File: src/rtl/imem_access_ctrl.sv
`default_nettype none
//==============================================================================
// Module      : imem_access_ctrl
// Description : Sequences a single-port, byte-wide, big-endian instruction
//               memory shared between the CPU fetch path (32-bit word reads)
//               and the program loader (single-byte writes). A fetch issues
//               four sequential byte reads and assembles them into one word,
//               first byte in the most significant position.
// Revision    : 1.0 - initial release
//------------------------------------------------------------------------------
// Ports:
//   CLK, Reset                    clock (rising edge), synchronous active-high reset
//   FetchReq/FetchAddr/FetchRdy   fetch handshake; address captured at accept
//   FetchValid/FetchData/FetchErr one-cycle result pulse, data and error flag
//   LoadReq/LoadAddr/LoadByte     loader byte-write request
//   LoadRdy/LoadDone/LoadErr      loader handshake, completion pulse and error
//   MemAddr/MemRW/MemWE/MemWData  memory command (registered)
//   MemRData                      memory read byte, one cycle after MemRW
//
// Optional feature macro: IMEM_LASTWORD_CACHE_EN
//   When defined, the last successfully fetched word is held with its address
//   and returned without a memory access on a repeated fetch of that address.
//==============================================================================
module imem_access_ctrl #(
   parameter int MEM_BYTES = 128,
   parameter int ADDR_W    = 32
) (
   input  logic              CLK,
   input  logic              Reset,
   input  logic              FetchReq,
   input  logic [ADDR_W-1:0] FetchAddr,
   output logic              FetchRdy,
   output logic              FetchValid,
   output logic [31:0]       FetchData,
   output logic              FetchErr,
   input  logic              LoadReq,
   input  logic [ADDR_W-1:0] LoadAddr,
   input  logic [7:0]        LoadByte,
   output logic              LoadRdy,
   output logic              LoadDone,
   output logic              LoadErr,
   output logic [ADDR_W-1:0] MemAddr,
   output logic              MemRW,
   output logic              MemWE,
   output logic [7:0]        MemWData,
   input  logic [7:0]        MemRData
);

   localparam logic [ADDR_W-1:0] c_MEM_BYTES = ADDR_W'(MEM_BYTES);
   localparam logic [ADDR_W-1:0] c_LAST_WORD = ADDR_W'(MEM_BYTES - 4);

   typedef enum logic [1:0] {
      S_IDLE  = 2'd0,
      S_RD    = 2'd1,
      S_DRAIN = 2'd2,
      S_WR    = 2'd3
   } state_t;

   state_t            r_state,   w_state_n;
   logic [1:0]        r_cnt,     w_cnt_n;
   logic [ADDR_W-1:0] r_addr,    w_addr_n;
   logic [23:0]       r_shift,   w_shift_n;
   logic [31:0]       r_fdata,   w_fdata_n;
   logic              r_fvalid,  w_fvalid_n;
   logic              r_ferr,    w_ferr_n;
   logic              r_ldone,   w_ldone_n;
   logic              r_lerr,    w_lerr_n;
   logic [ADDR_W-1:0] r_memaddr, w_memaddr_n;
   logic              r_memrw,   w_memrw_n;
   logic              r_memwe,   w_memwe_n;
   logic [7:0]        r_wdata,   w_wdata_n;
   // Set when the most recent grant went to fetch; cleared at reset so that
   // fetch wins the first contested arbitration.
   logic              r_last_fetch, w_last_fetch_n;

`ifdef IMEM_LASTWORD_CACHE_EN
   logic              r_cvalid, w_cvalid_n;
   logic [ADDR_W-1:0] r_tag,    w_tag_n;
   logic [31:0]       r_cdata,  w_cdata_n;
`endif

   logic              w_idle;
   logic              w_fetch_go;
   logic              w_load_go;
   logic              w_fetch_bad;
   logic              w_load_bad;
   logic [1:0]        w_cnt_inc;

   assign w_idle      = (r_state == S_IDLE);
   // Fetch wins unless the loader is also requesting and fetch had the last grant.
   assign w_fetch_go  = w_idle && FetchReq && !(LoadReq && r_last_fetch);
   assign w_load_go   = w_idle && LoadReq && !w_fetch_go;
   // Range check on the unincremented address, so A+1..A+3 never wrap.
   assign w_fetch_bad = (FetchAddr[1:0] != 2'b00) || (FetchAddr > c_LAST_WORD);
   assign w_load_bad  = (LoadAddr >= c_MEM_BYTES);
   assign w_cnt_inc   = r_cnt + 2'd1;

   always_comb begin
      w_state_n      = r_state;
      w_cnt_n        = r_cnt;
      w_addr_n       = r_addr;
      w_shift_n      = r_shift;
      w_fdata_n      = r_fdata;
      w_fvalid_n     = 1'b0;
      w_ferr_n       = 1'b0;
      w_ldone_n      = 1'b0;
      w_lerr_n       = 1'b0;
      w_memaddr_n    = r_memaddr;
      w_memrw_n      = 1'b0;
      w_memwe_n      = 1'b0;
      w_wdata_n      = r_wdata;
      w_last_fetch_n = r_last_fetch;
`ifdef IMEM_LASTWORD_CACHE_EN
      w_cvalid_n     = r_cvalid;
      w_tag_n        = r_tag;
      w_cdata_n      = r_cdata;
`endif

      unique case (r_state)
         S_IDLE: begin
            if (w_fetch_go) begin
               w_last_fetch_n = 1'b1;
               if (w_fetch_bad) begin
                  w_fvalid_n = 1'b1;
                  w_ferr_n   = 1'b1;
                  w_fdata_n  = 32'd0;
               end
`ifdef IMEM_LASTWORD_CACHE_EN
               else if (r_cvalid && (FetchAddr == r_tag)) begin
                  w_fvalid_n = 1'b1;
                  w_fdata_n  = r_cdata;
               end
`endif
               else begin
                  w_state_n   = S_RD;
                  w_cnt_n     = 2'd0;
                  w_addr_n    = FetchAddr;
                  w_memaddr_n = FetchAddr;
                  w_memrw_n   = 1'b1;
               end
            end else if (w_load_go) begin
               w_last_fetch_n = 1'b0;
`ifdef IMEM_LASTWORD_CACHE_EN
               // Any load touching the cached word invalidates it, even one
               // whose write is suppressed.
               if (LoadAddr[ADDR_W-1:2] == r_tag[ADDR_W-1:2]) begin
                  w_cvalid_n = 1'b0;
               end
`endif
               if (w_load_bad) begin
                  w_ldone_n = 1'b1;
                  w_lerr_n  = 1'b1;
               end else begin
                  w_state_n   = S_WR;
                  w_memaddr_n = LoadAddr;
                  w_memwe_n   = 1'b1;
                  w_wdata_n   = LoadByte;
               end
            end
         end

         S_RD: begin
            // r_cnt is the offset of the read currently on the bus; the byte
            // returned now belongs to the previous offset.
            if (r_cnt != 2'd0) begin
               w_shift_n = {r_shift[15:0], MemRData};
            end
            if (r_cnt != 2'd3) begin
               w_memrw_n   = 1'b1;
               w_memaddr_n = r_addr + {{(ADDR_W-2){1'b0}}, w_cnt_inc};
               w_cnt_n     = w_cnt_inc;
            end else begin
               w_state_n = S_DRAIN;
            end
         end

         S_DRAIN: begin
            // Last byte (A+3) arrives this cycle.
            w_fdata_n  = {r_shift, MemRData};
            w_fvalid_n = 1'b1;
            w_state_n  = S_IDLE;
`ifdef IMEM_LASTWORD_CACHE_EN
            w_cvalid_n = 1'b1;
            w_tag_n    = r_addr;
            w_cdata_n  = {r_shift, MemRData};
`endif
         end

         S_WR: begin
            w_ldone_n = 1'b1;
            w_state_n = S_IDLE;
         end

         default: begin
            w_state_n = S_IDLE;
         end
      endcase
   end

   always_ff @(posedge CLK) begin
      if (Reset) begin
         r_state      <= S_IDLE;
         r_cnt        <= 2'd0;
         r_addr       <= '0;
         r_shift      <= 24'd0;
         r_fdata      <= 32'd0;
         r_fvalid     <= 1'b0;
         r_ferr       <= 1'b0;
         r_ldone      <= 1'b0;
         r_lerr       <= 1'b0;
         r_memaddr    <= '0;
         r_memrw      <= 1'b0;
         r_memwe      <= 1'b0;
         r_wdata      <= 8'd0;
         r_last_fetch <= 1'b0;
`ifdef IMEM_LASTWORD_CACHE_EN
         r_cvalid     <= 1'b0;
         r_tag        <= '0;
         r_cdata      <= 32'd0;
`endif
      end else begin
         r_state      <= w_state_n;
         r_cnt        <= w_cnt_n;
         r_addr       <= w_addr_n;
         r_shift      <= w_shift_n;
         r_fdata      <= w_fdata_n;
         r_fvalid     <= w_fvalid_n;
         r_ferr       <= w_ferr_n;
         r_ldone      <= w_ldone_n;
         r_lerr       <= w_lerr_n;
         r_memaddr    <= w_memaddr_n;
         r_memrw      <= w_memrw_n;
         r_memwe      <= w_memwe_n;
         r_wdata      <= w_wdata_n;
         r_last_fetch <= w_last_fetch_n;
`ifdef IMEM_LASTWORD_CACHE_EN
         r_cvalid     <= w_cvalid_n;
         r_tag        <= w_tag_n;
         r_cdata      <= w_cdata_n;
`endif
      end
   end

   assign FetchRdy   = w_idle;
   assign LoadRdy    = w_idle;
   assign FetchValid = r_fvalid;
   assign FetchData  = r_fdata;
   assign FetchErr   = r_ferr;
   assign LoadDone   = r_ldone;
   assign LoadErr    = r_lerr;
   assign MemAddr    = r_memaddr;
   assign MemRW      = r_memrw;
   assign MemWE      = r_memwe;
   assign MemWData   = r_wdata;

endmodule
`default_nettype wire

File: config.mk
export PLATFORM = sky130hd
export DESIGN_NAME = imem_access_ctrl
export DESIGN_NICKNAME = d
export VERILOG_FILES = /design/src/rtl/imem_access_ctrl.sv
export SDC_FILE = /design/constraint.sdc
export NUM_CORES = 1
export LEC_CHECK = 0
export CAP_MARGIN = 5
export CORE_ASPECT_RATIO = 0.75
export CORE_UTILIZATION = 49
export DETAILED_ROUTE_END_ITERATION = 8
export PLACE_DENSITY_LB_ADDON = 0.15
export SYNTH_ARGS = -nofsm -noshare
export SYNTH_HDL_FRONTEND = slang
export SYNTH_SLANG_ARGS = --single-unit
File: constraint.sdc
create_clock -name CLK -period 2.6 [get_ports CLK]
set_input_delay 0.65 -clock CLK [delete_from_list [all_inputs] [get_ports CLK]]
set_output_delay 0.65 -clock CLK [all_outputs]
set_load 0.01 [all_outputs]
Word-level counts from Yosys, hierarchy flattened
Index checks and enable logic that the tools add are counted.
Operators by class
  add/sub/neg operators: 2
  order comparisons: 2
  eq/ne operators: 12
  multiplexer cells: 33
  bitwise gates (word level): 5
  reduce and logical (&&, ||, !) cells: 25
Operator list (number)
  32-bit two-way mux: 7
  32-bit one-hot mux with 2 select lines: 2
  32-bit by 2-bit adder with 32-bit output: 1
  32-bit by 8-bit >= comparator with 1-bit output (second input constant): 1
  32-bit by 7-bit greater-than comparator with 1-bit output (second input constant): 1
  2-bit two-way mux: 8
  4-bit AND reduction: 3
  1-bit two-way mux: 11
  2-bit nonzero test: 5
  2-bit inequality test (second input constant): 4
  3-bit inequality test (second input constant): 2
  1-bit one-hot mux with 2 select lines: 3
  2-bit one-hot mux with 3 select lines: 1
  3-bit AND reduction: 2
  1-bit logical AND: 5
  1-bit inverter: 5
  5-bit AND reduction: 1
  2-bit equality test (second input constant): 2
  2-bit by 1-bit inequality test with 1-bit output (second input constant): 2
  2-bit one-hot mux with 2 select lines: 1
  2-bit AND reduction: 2
  2-bit OR reduction: 2
  4-bit OR reduction: 1
  3-bit by 1-bit inequality test with 1-bit output (second input constant): 1
  other kinds (5): 6
Storage, ports and cells
  register bits after elaboration: 139
  input port bits: 84
  output and inout port bits: 80

Depth between registers and ports, before layout
Gate-level depths: netlist of the first run.
  depth in word-level cells: 8
  depth in mapped cells: 10
  mapped depth without buffers: 8

Least setup slack after synthesis of the first run
OpenSTA, ideal clock, no wires.
  kind: register -> register
  from: reg r_state[0]
  to: reg r_addr[2]
  library setup time: 0.128 ns
  arrival: 2.249 ns
  setup slack: 0.223 ns
  stages on the path, launching flop included: 11
  period minus slack after synthesis: 2.377 ns
  cells stage by stage: dfxtp_1 inv_1 ha_1 buf_2 and2_1 clkbuf_1 nand2_1 nor3_1 clkbuf_1 mux2i_1 nor2_1
On the way
  longest elaborated chain between the ends: 4
RTL lines
  start: declaration: line 59  | state_t r_state, w_state_n;
  start signal: assignment: line 222  | r_state <= w_state_n;
  2-bit logical NOT (*): line 89  | assign w_idle = (r_state == S_IDLE);
  net FetchRdy: line 32  | output logic FetchRdy,
  1-bit logical AND (2 in series): line 91  | assign w_fetch_go = w_idle && FetchReq && !(LoadReq && r_last_fetch);
  3-bit AND reduction (no line) (*)
  end signal: assignment: line 224  | r_addr <= w_addr_n;
  end: declaration: line 61  | logic [ADDR_W-1:0] r_addr, w_addr_n;
The timed path passes the listed nets; every way through them passes the cells marked *.
A chain may end at the register's enable or synchronous reset.

Worst setup path after layout of the first run
  from: reg r_cnt[0]
  to: reg r_memaddr[26], in the netlist MemAddr[26]
On the way
  longest elaborated chain between the ends: 4
  elaborated cells on any way between the ends: 7
RTL lines
  start: declaration: line 60  | logic [1:0] r_cnt, w_cnt_n;
  start signal: assignment: line 223  | r_cnt <= w_cnt_n;
  2-bit by 1-bit adder with 2-bit output: line 96  | assign w_cnt_inc = r_cnt + 2'd1;
  32-bit by 2-bit adder with 32-bit output: line 170  | w_memaddr_n = r_addr + {{(ADDR_W-2){1'b0}}, w_cnt_inc};
  32-bit two-way mux: line 168  | if (r_cnt != 2'd3) begin
  32-bit one-hot mux with 2 select lines: line 119  | unique case (r_state)
  end signal: assignment: line 231  | r_memaddr <= w_memaddr_n;
  end: declaration: line 68  | logic [ADDR_W-1:0] r_memaddr, w_memaddr_n;
Several ways; a longest one is shown, not always the timed one. The select of a mux whose other input is x is not followed.

==> metrics.cfg, run 1 <==
[route]
drtPass1Iterations = 5
initialDrtViolationCount = 527
via_per_inst = 5.76
finalWirelength_mm = 18.5
ant_nets = 0
routedWlPerCell_um = 17.4
drc_errors = 0
vias = 6132

[sta]
setup_viol = 0
tightest_slew_ps = 881
finalHoldViolations = 0
fmax_ghz = 0.411
relSlewSlack_pct = 41.2
finalCritPeriodShare_pct = 93.7
fin_crit_ps = 2440
drv_slew = 0
layout_setup_ws_ps = 165
rsz0062_at_grt = no
fin_skew_ps = 9.22

[synthesis]
synth_area_leaders = dfxtp_1 (45%), nand2_1 (6.0%), mux2i_1 (5.3%)
yosys_most_used_dff = dfxtp_1
syn_area_per_cell_um2 = 8.68
synthAdderAreaFrac_pct = 1.93
syn_nets = 810
synth-seq-cells = 139
synth-edff-count = 0
synth_cells = 717
synth_top_area_share_pct = 44.7
synthTopCellsByCount = dfxtp_1 (139), nand2_1 (100), a21oi_1 (61), clkbuf_1 (49), nand3_1 (47)
synthXorXnorAreaFrac_pct = 3.66
synth.area.mux_share_pct = 5.49
synth_top_cell_by_area = dfxtp_1
synth_cell_types = 51
syn_area_um2 = 6220
synth-simple-area-share_pct = 22.1
ys_async_sr_fraction_pct = 0
ys_seq_area_share_pct = 44.7
synth_top_family_by_area = simple AND/OR/NAND/NOR gates
synth-compound-area-share_pct = 17.6
synth_warnings = 0
synthMostInstantiatedCell = dfxtp_1

[die]
die-area_um2 = 13200
ioPinCount = 164
fp.coreArea_um2 = 12300
start_util_pct = 50.4
dieHeight_um = 99.6
die_w_um = 132
placementRows = 35

[layout]
final_core_util_pct = 71.8
num_antenna_cells = 0
final_cells = 1064
drive_gt1_share_pct = 9.80
fin_nets = 978
nFillCells = 937
area_delta_synth_final_pct = 42.4

[worst_setup_path]
cp.required_ps = 2950
critical_path.top_delay_family = adder cells
crit_path_end_kind = register
cp_cell_sequence = inv_1 -> ha_1 -> fa_1 -> nand4_1 -> nor4_1 -> buf_4 -> nand3b_1 -> a311o_1 -> mux2i_1
start_kind = register
crit_fanout = 7
path_class = register to register
critPathMaxStageDelay_ps = 410
crit_slowest_cell = dfxtp_1
crit_arrival_ps = 2790
crit_buf_inv = 2

[global_route]
antenna_found_initial = 0
use_met1_pct = 39.6
grt_remaining_overflow = 0
grt_max_degree = 57
grt_use_met2_pct = 43.7
top_usage_layer = met2
grt_pass1_vias = 5793
globalRouteMet3Util_pct = 6.78
grt_usage_pct = 28.6
grt_pass1_wl_mm = 29.4

[place]
gp_congestion = 0.872
dp.cells = 1032
place_ws_ps = -224
place.port_buffers = 163
dpl.hpwl_mm = 13.2

[cts]
insertion_delay_ps = 420
cts.reportedPaths.clkPinSlew_ps = 60
htree_levels = 4
cts_root_buf = clkbuf_16
cts.sink_count = 139
clk_path_buf_depth = 2
cts_buffers = 17
cts_tree = done
post-cts-setup-buffers = 0

[hold_path]
hold_class = register to register

[pwr]
power_leakage_nw = 3.15
powerDensity_nw_per_um2 = 766
peakVddDrop_mv = 0.528

[run_status]
status = complete, no violations

[run]
maxCapViolCount = 0

## layout by cell type, fill, tap and decap left out, drive strengths merged, types with 6 or more instances in the layout
cell,Yosys,routed
clkdlybuf4s50,0,162
dfxtp,139,139
nand2,100,100
a21oi,61,61
nand3,47,47
buf,9,45
o211ai,41,41
mux2i,33,33
nor2,31,31
and2,27,27
nor4,22,22
clkbuf,49,18
nor3,15,15
xnor2,15,15
nand4,15,15
o311ai,14,14
inv,10,12
xor2,11,11
o41ai,10,10
and3,9,9
ha,8,8
a211o,6,6
clkinv,2,6
## final cells by class
cell class | instances | area, um2 | area share (%)
inverter | 12 | 45.0 | 0.508
clock buffer | 18 | 439 | 4.96
multi-input combinational | 508 | 3170 | 35.8
sequential | 139 | 2780 | 31.4
timing repair buffer | 207 | 1990 | 22.5
tap | 166 | 208 | 2.34
clock inverter | 14 | 218 | 2.46
## path summary, 6_finish.rpt
| kind | from | to | slack (ps) | depth (start not counted) |
|---|---|---|---|---|
| max | r_cnt[0]$_SDFFE_PP0P_ | MemAddr[26]$_SDFFE_PP0P_ | 160 | 9 |
| max reg2reg | r_cnt[0]$_SDFFE_PP0P_ | MemAddr[26]$_SDFFE_PP0P_ | 160 | 9 |
| min | r_shift[23]$_SDFFE_PP0P_ | r_shift[23]$_SDFFE_PP0P_ | 460 | 2 |
| min reg2reg | r_shift[23]$_SDFFE_PP0P_ | r_shift[23]$_SDFFE_PP0P_ | 460 | 2 |
## per-stage QoR
stage	TNS [ps]	area (um2)	total power [mW]	hold slack (ps)
floorplan	0	6220	3.30	434
global placement	-5210	8200	4.06	444
detailed placement	-6910	8200	4.11	450
CTS	0	8860	6.79	458
global route	0	8860	7.03	473
finish	0	8860	6.79	461
## where the power goes
part           internal, mW  switching, mW
clock network          1.73          0.950
registers              2.28         0.0996
logic                 0.769          0.955
total                  4.78           2.00
## sequential cells by signal, indices dropped and copies added, names as in the netlist
register,count
MemRW,1
FetchValid,1
MemWE,1
LoadErr,1
r_shift,24
r_addr,32
r_state,2
MemWData,8
LoadDone,1
FetchErr,1
FetchData,32
r_cnt,2
MemAddr,32
r_last_fetch,1
## per-layer routing
layer  vias up  wire length [um]
li1       2932                 -
met5         -                 0
met1      2909              8730
met3        15              1360
met4         0               176
met2       276              8220
## cell families (layout without fill, tap and decap cells)
logic type / after synthesis / count (layout)
adder cells (fa/ha/maj): 9 / 9
XOR/XNOR: 26 / 26
multiplexers: 34 / 34
AO/OA/AOI/OAI: 160 / 160
AND/OR/NAND/NOR: 279 / 279
buffers and inverters: 70 / 251
flip-flops: 139 / 139
## worst reg2reg max path, stage by stage, from the launching register on
cell and delay [ps]:
dfxtp_1 410, inv_1 120, ha_1 360, fa_1 250, nand4_1 110, nor4_1 290
buf_4 230, nand3b_1 100, a311o_1 380, mux2i_1 120
## what timing repair did
item,CTS,global route
endpoints found under the setup margin,0,4
hold buffers,0,0
gates resized for setup,0,2
(Power assumes the default switching activity.)
==> run 2: changes to the inputs <==
- CELL_PAD_IN_SITES_DETAIL_PLACEMENT: not set -> 1
- CELL_PAD_IN_SITES_GLOBAL_PLACEMENT: not set -> 1
- CORE_UTILIZATION: 49 -> 36
- TNS_END_PERCENT: not set -> 30
==> metrics.cfg, run 2 (synthesis gave the netlist of run 1 again) <==
[layout]
fin_nets = 978  ; unchanged
drive_gt1_share_pct = 9.69  ; -0.11 points
area_delta_synth_final_pct = 43.9
num_antenna_cells = 0  ; unchanged
mostFrequentLayoutCell = clkdlybuf4s50_1
final_core_util_pct = 53.0  ; -19 points
layout_common_cells = clkdlybuf4s50_1 (162), dfxtp_1 (139), nand2_1 (100)
stdcell_area_um2 = 8950  ; +1.0%

[worst_setup_path]
crit_path_end_kind = register
crit_slowest_cell = dfxtp_1
r2r_slack_ps = 120  ; -50 ps
crit_arrival_ps = 2790  ; about the same
crit_fanout = 6  ; -1
start_kind = register
crit_top_cell = ha_1
reg2regPathDepth = 8  ; -1
r2r-start = r_cnt[0]$_SDFFE_PP0P_
worst_r2r_endpoint = MemAddr[23]$_SDFFE_PP0P_
path_class = register to register
cp_cell_sequence = inv_1 -> ha_1 -> ha_1 -> a21o_1 -> nand2_1 -> nor4_1 -> xnor2_1 -> o41ai_1
cp.required_ps = 2910  ; -40 ps
critPathMaxStageDelay_ps = 400  ; about the same

[route]
ant_nets = 0  ; unchanged
via_per_inst = 5.54  ; -4.0%
drtPass1Iterations = 5  ; unchanged
initialDrtViolationCount = 285  ; -46%
drc_errors = 0  ; unchanged
routedWlPerCell_um = 19.6  ; +13%
vias = 6161  ; +0.47%
finalWirelength_mm = 21.8  ; +18%

[place]
placed_cell_area_um2 = 8310  ; +1.4%
dpl.hpwl_mm = 15.7  ; +19%
gp_congestion = 0.888  ; +1.8%
place.port_buffers = 163  ; unchanged

[pwr]
powerDensity_nw_per_um2 = 760  ; -0.82%
peakVddDrop_mv = 0.350  ; -34%
power_leakage_nw = 3.16  ; +0.35%

[global_route]
grt_max_degree = 87  ; +53%
grt_pass1_vias = 6303  ; +8.8%
antenna_found_initial = 0  ; unchanged
grt_remaining_overflow = 0  ; unchanged
grt_pass1_wl_mm = 34.4  ; +17%
grt_usage_pct = 24.9  ; -3.7 points

[cts]
clk_path_buf_depth = 2  ; unchanged
insertion_delay_ps = 420  ; about the same
cts_tree = done
cts_buffers = 17  ; unchanged
post-cts-setup-buffers = 0  ; unchanged
htree_levels = 4  ; unchanged
cts.reportedPaths.clkPinSlew_ps = 60  ; about the same
cts_root_buf = clkbuf_16
cts.sink_count = 139  ; unchanged

[die]
die-area_um2 = 17800  ; +35%
ioPinCount = 164  ; unchanged
fp.coreArea_um2 = 16900  ; +37%
die_w_um = 154  ; +16%
placementRows = 41  ; +17%
dieHeight_um = 116  ; +16%
start_util_pct = 36.9  ; -14 points

[sta]
hold-worst-slack_ps = 463  ; +1.96 ps
fin_crit_ps = 2480  ; +46.8 ps
fmax_ghz = 0.403  ; -1.9%
finalHoldViolations = 0  ; unchanged
drv_slew = 0  ; unchanged
relSlewSlack_pct = 39.7  ; -1.6 points
finalCritPeriodShare_pct = 95.5  ; +1.8 points
fin_skew_ps = 7.35  ; -1.87 ps
rsz0062_at_grt = yes
tightest_slew_ps = 905  ; +23.3 ps
setup_viol = 0  ; unchanged

[run_status]
status = complete, no violations

[hold_path]
hold_path_end = FetchData[31]$_SDFFE_PP0P_
hold_class = register to register
worstHoldStart = FetchData[31]$_SDFFE_PP0P_
worstHoldPathCells = 2  ; unchanged

[run]
maxCapViolCount = 0  ; unchanged

-- run 2: timing repair --
action	4_1_cts	5_1_grt
resized for setup	0	6
setup endpoints to repair	0	5
hold buffers	0	0
-- run 2: through the flow --
step	power (mW)	setup WS (ps)	instances	TNS, ps
after floorplan	3.30	223	717	0
after global placement	4.17	-133	1081	-5020
after detailed placement	4.23	-279	1081	-10230
after CTS	6.83	80.6	1113	0
after global routing	7.07	-23.5	1113	-25.9
final	6.80	118	1113	0
-- run 2: worst max-delay path: cells and delay by family, from the launching register on --
family / cells / cell delay [ps]
flip-flops: 1 / 400
adder cells (fa/ha/maj): 2 / 680
AND/OR/NAND/NOR: 2 / 520
buffers and inverters: 1 / 110
XOR/XNOR: 1 / 150
AO/OA/AOI/OAI: 2 / 500
-- run 2: report_power, final --
| part | switching [mW] | leakage (nW) | internal, mW |
|---|---|---|---|
| clock | 0.947 | 0.298 | 1.65 |
| combinational | 1.01 | 1.74 | 0.811 |
| sequential | 0.102 | 1.12 | 2.28 |
| total | 2.06 | 3.16 | 4.74 |
-- run 2: cell type report --
class,count,area [um2]
clock inverters,12,170
flip-flops and latches,139,2780
repair buffers,207,2050
inverters,12,45.0
well taps,215,269
fillers,1868,7930
multi-input cells,508,3180
clock buffers,20,457
-- run 2: layer usage --
metal	share of wire (%)	global-route usage, %	vias up	wire (um)
met3	5.6	5.50	19	1220
li1	-	-	2943	-
met4	0.98	6.00	0	215
met5	0	0	-	0
met1	48	33.5	3007	10400
met2	46	40.8	192	10000
-- run 2: worst max path at each step --
stage	start	end	slack, ps	cells after the start
2_1_floorplan	r_state[0]$_SDFFE_PP0P_	r_addr[2]$_SDFFE_PP0P_	220	10
3_3_place_gp	FetchAddr[16]	MemAddr[23]$_SDFFE_PP0P_	-130	7
3_5_place_dp	FetchAddr[16]	MemAddr[22]$_SDFFE_PP0P_	-280	7
4_1_cts	r_cnt[0]$_SDFFE_PP0P_	MemAddr[25]$_SDFFE_PP0P_	80	8
5_1_grt	r_cnt[0]$_SDFFE_PP0P_	MemAddr[25]$_SDFFE_PP0P_	-20	8
6_report	r_cnt[0]$_SDFFE_PP0P_	MemAddr[23]$_SDFFE_PP0P_	120	8
==> run 3: changes to the inputs <==
- PLACE_DENSITY: not set -> 0.83
- PLACE_DENSITY_LB_ADDON: 0.15 -> not set
==> metrics.cfg, run 3 (synthesis gave the netlist of run 1 again) <==
[route]
drc_errors = 0  ; unchanged
initialDrtViolationCount = 387  ; +36%
drtPass1Iterations = 5  ; unchanged
ant_nets = 0  ; unchanged
vias = 6151  ; -0.16%
finalWirelength_mm = 21.1  ; -3.5%
via_per_inst = 5.52  ; -0.25%
routedWlPerCell_um = 18.9  ; -3.6%

[place]
dp.cells = 1084  ; +0.28%
place_ws_ps = -299  ; -20.3 ps
place.port_buffers = 163  ; unchanged
dpl.hpwl_mm = 14.9  ; -4.9%
gp_congestion = 0.871  ; -2.0%
placed_cell_area_um2 = 8340  ; +0.27%

[worst_setup_path]
r2r-start = r_cnt[0]$_SDFFE_PP0P_
cp.required_ps = 1950  ; -960 ps
crit_fanout = 8  ; +2
crit_slowest_cell = clkdlybuf4s50_1
crit_arrival_ps = 1840  ; -950 ps
crit_end = LoadRdy
path_class = register to output port
crit_path_end_kind = output port
critPathMaxStageDelay_ps = 550  ; +150 ps
reg2regPathDepth = 8  ; unchanged
cp_num_cells = 4  ; -4
r2r_slack_ps = 170  ; +50 ps
crit_start = r_state[0]$_SDFFE_PP0P_
start_kind = register
critical_path.top_delay_family = buffers and inverters
cp_cell_sequence = inv_1 -> ha_2 -> buf_4 -> clkdlybuf4s50_1
worst_r2r_endpoint = MemAddr[23]$_SDFFE_PP0P_
crit_buf_inv = 3  ; +2

[sta]
fin_skew_ps = 12.7  ; +5.31 ps
hold-worst-slack_ps = 463  ; -0.576 ps
fmax_ghz = 0.402  ; -0.19%
drv_slew = 0  ; unchanged
finalCritPeriodShare_pct = 95.7  ; +0.18 points
tightest_slew_ps = 982  ; +77.8 ps
layout_setup_ws_ps = 113  ; -4.68 ps
rsz0062_at_grt = yes
tns_ps = 0  ; unchanged
finalHoldViolations = 0  ; unchanged
relSlewSlack_pct = 34.5  ; -5.2 points
setup_viol = 0  ; unchanged
fin_crit_ps = 2490  ; +4.68 ps

[pwr]
peakVddDrop_mv = 0.514  ; +47%
power_leakage_nw = 3.14  ; -0.71%
powerDensity_nw_per_um2 = 725  ; -4.6%
finalPower_mw = 6.45  ; -5.2%

[layout]
layout_common_cells = clkdlybuf4s50_1 (162), dfxtp_1 (139), nand2_1 (100)
area_delta_synth_final_pct = 42.9
nFillCells = 1918  ; +2.7%
drive_gt1_share_pct = 10.0  ; +0.32 points
mostFrequentLayoutCell = clkdlybuf4s50_1
num_antenna_cells = 0  ; unchanged
multi_input_area_um2 = 3180  ; about the same
register_area_um2 = 2780  ; unchanged
final_cells = 1114  ; +0.090%
stdcell_area_um2 = 8890  ; -0.67%
fin_nets = 981  ; +0.31%
final_core_util_pct = 52.7  ; -0.36 points

[global_route]
grt_max_degree = 78  ; -10%
grt_remaining_overflow = 0  ; unchanged
grt_usage_pct = 24.3  ; -0.54 points
antenna_found_initial = 0  ; unchanged
grt_pass1_wl_mm = 33.8  ; -1.7%
grt_pass1_vias = 6244  ; -0.94%

[die]
start_util_pct = 36.9  ; unchanged
die-area_um2 = 17800  ; unchanged
dieHeight_um = 116  ; unchanged
die_w_um = 154  ; unchanged
placementRows = 41  ; unchanged
fp.coreArea_um2 = 16900  ; unchanged
ioPinCount = 164  ; unchanged

[run_status]
status = complete, no violations

[cts]
cts.sink_count = 139  ; unchanged
cts_tree = done
clk_path_buf_depth = 2  ; unchanged
cts_root_buf = clkbuf_16
hold_buffers = 0  ; unchanged
cts.reportedPaths.clkPinSlew_ps = 60  ; about the same
cts_buffers = 17  ; unchanged
insertion_delay_ps = 430  ; about the same
htree_levels = 4  ; unchanged

[hold_path]
hold_class = register to register

[run]
maxCapViolCount = 0  ; unchanged

run 3: power breakdown:
part	total, mW	internal (mW)	leakage, nW	switching [mW]
Clock	2.24	1.31	0.259	0.931
Combinational	1.84	0.826	1.76	1.01
Sequential	2.37	2.28	1.12	0.0858
Total	6.45	4.42	3.14	2.03
run 3: timing repair:
| action | CTS | global route |
|---|---|---|
| setup buffers | 0 | 0 |
| endpoints found under the setup margin | 0 | 8 |
| gates resized for setup | 0 | 4 |
run 3: worst reg2reg max path, delay by kind of cell (launching register included):
| family | cells | cell delay [ps] |
|---|---|---|
| flops | 1 | 410 |
| fa+ha+maj | 2 | 680 |
| xor+xnor | 1 | 140 |
| buf+inv | 1 | 110 |
| simple gates | 2 | 560 |
| compound gates | 2 | 440 |
run 3: routing by layer:
layer / GRT usage, % / share of wire, % / vias to the layer above
li1: - / - / 2942
met4: 6.53 / 1.2 / 0
met3: 6.66 / 6.4 / 21
met2: 39.7 / 46 / 228
met1: 31.9 / 47 / 2960
met5: 0 / 0 / -
run 3: how the worst min path moves through the flow:
stage | start | endpoint | slack [ps] | depth (start not counted)
2_1_floorplan | r_addr[0]$_SDFFE_PP0P_ | r_addr[0]$_SDFFE_PP0P_ | 430 | 1
3_3_place_gp | MemAddr[5]$_SDFFE_PP0P_ | MemAddr[5]$_SDFFE_PP0P_ | 450 | 2
3_5_place_dp | r_shift[18]$_SDFFE_PP0P_ | r_shift[18]$_SDFFE_PP0P_ | 450 | 2
4_1_cts | r_shift[23]$_SDFFE_PP0P_ | r_shift[23]$_SDFFE_PP0P_ | 460 | 2
5_1_grt | FetchData[21]$_SDFFE_PP0P_ | FetchData[21]$_SDFFE_PP0P_ | 480 | 2
6_report | r_shift[23]$_SDFFE_PP0P_ | r_shift[23]$_SDFFE_PP0P_ | 460 | 2
run 3: final cells by class:
type / count / share of cell area, %
repair buffers: 210 / 23.3
inverters: 12 / 0.507
clock inverters: 9 / 0.746
clock buffers: 21 / 5.40
flip-flops and latches: 139 / 31.3
well taps: 215 / 3.03
multi-input cells: 508 / 35.7
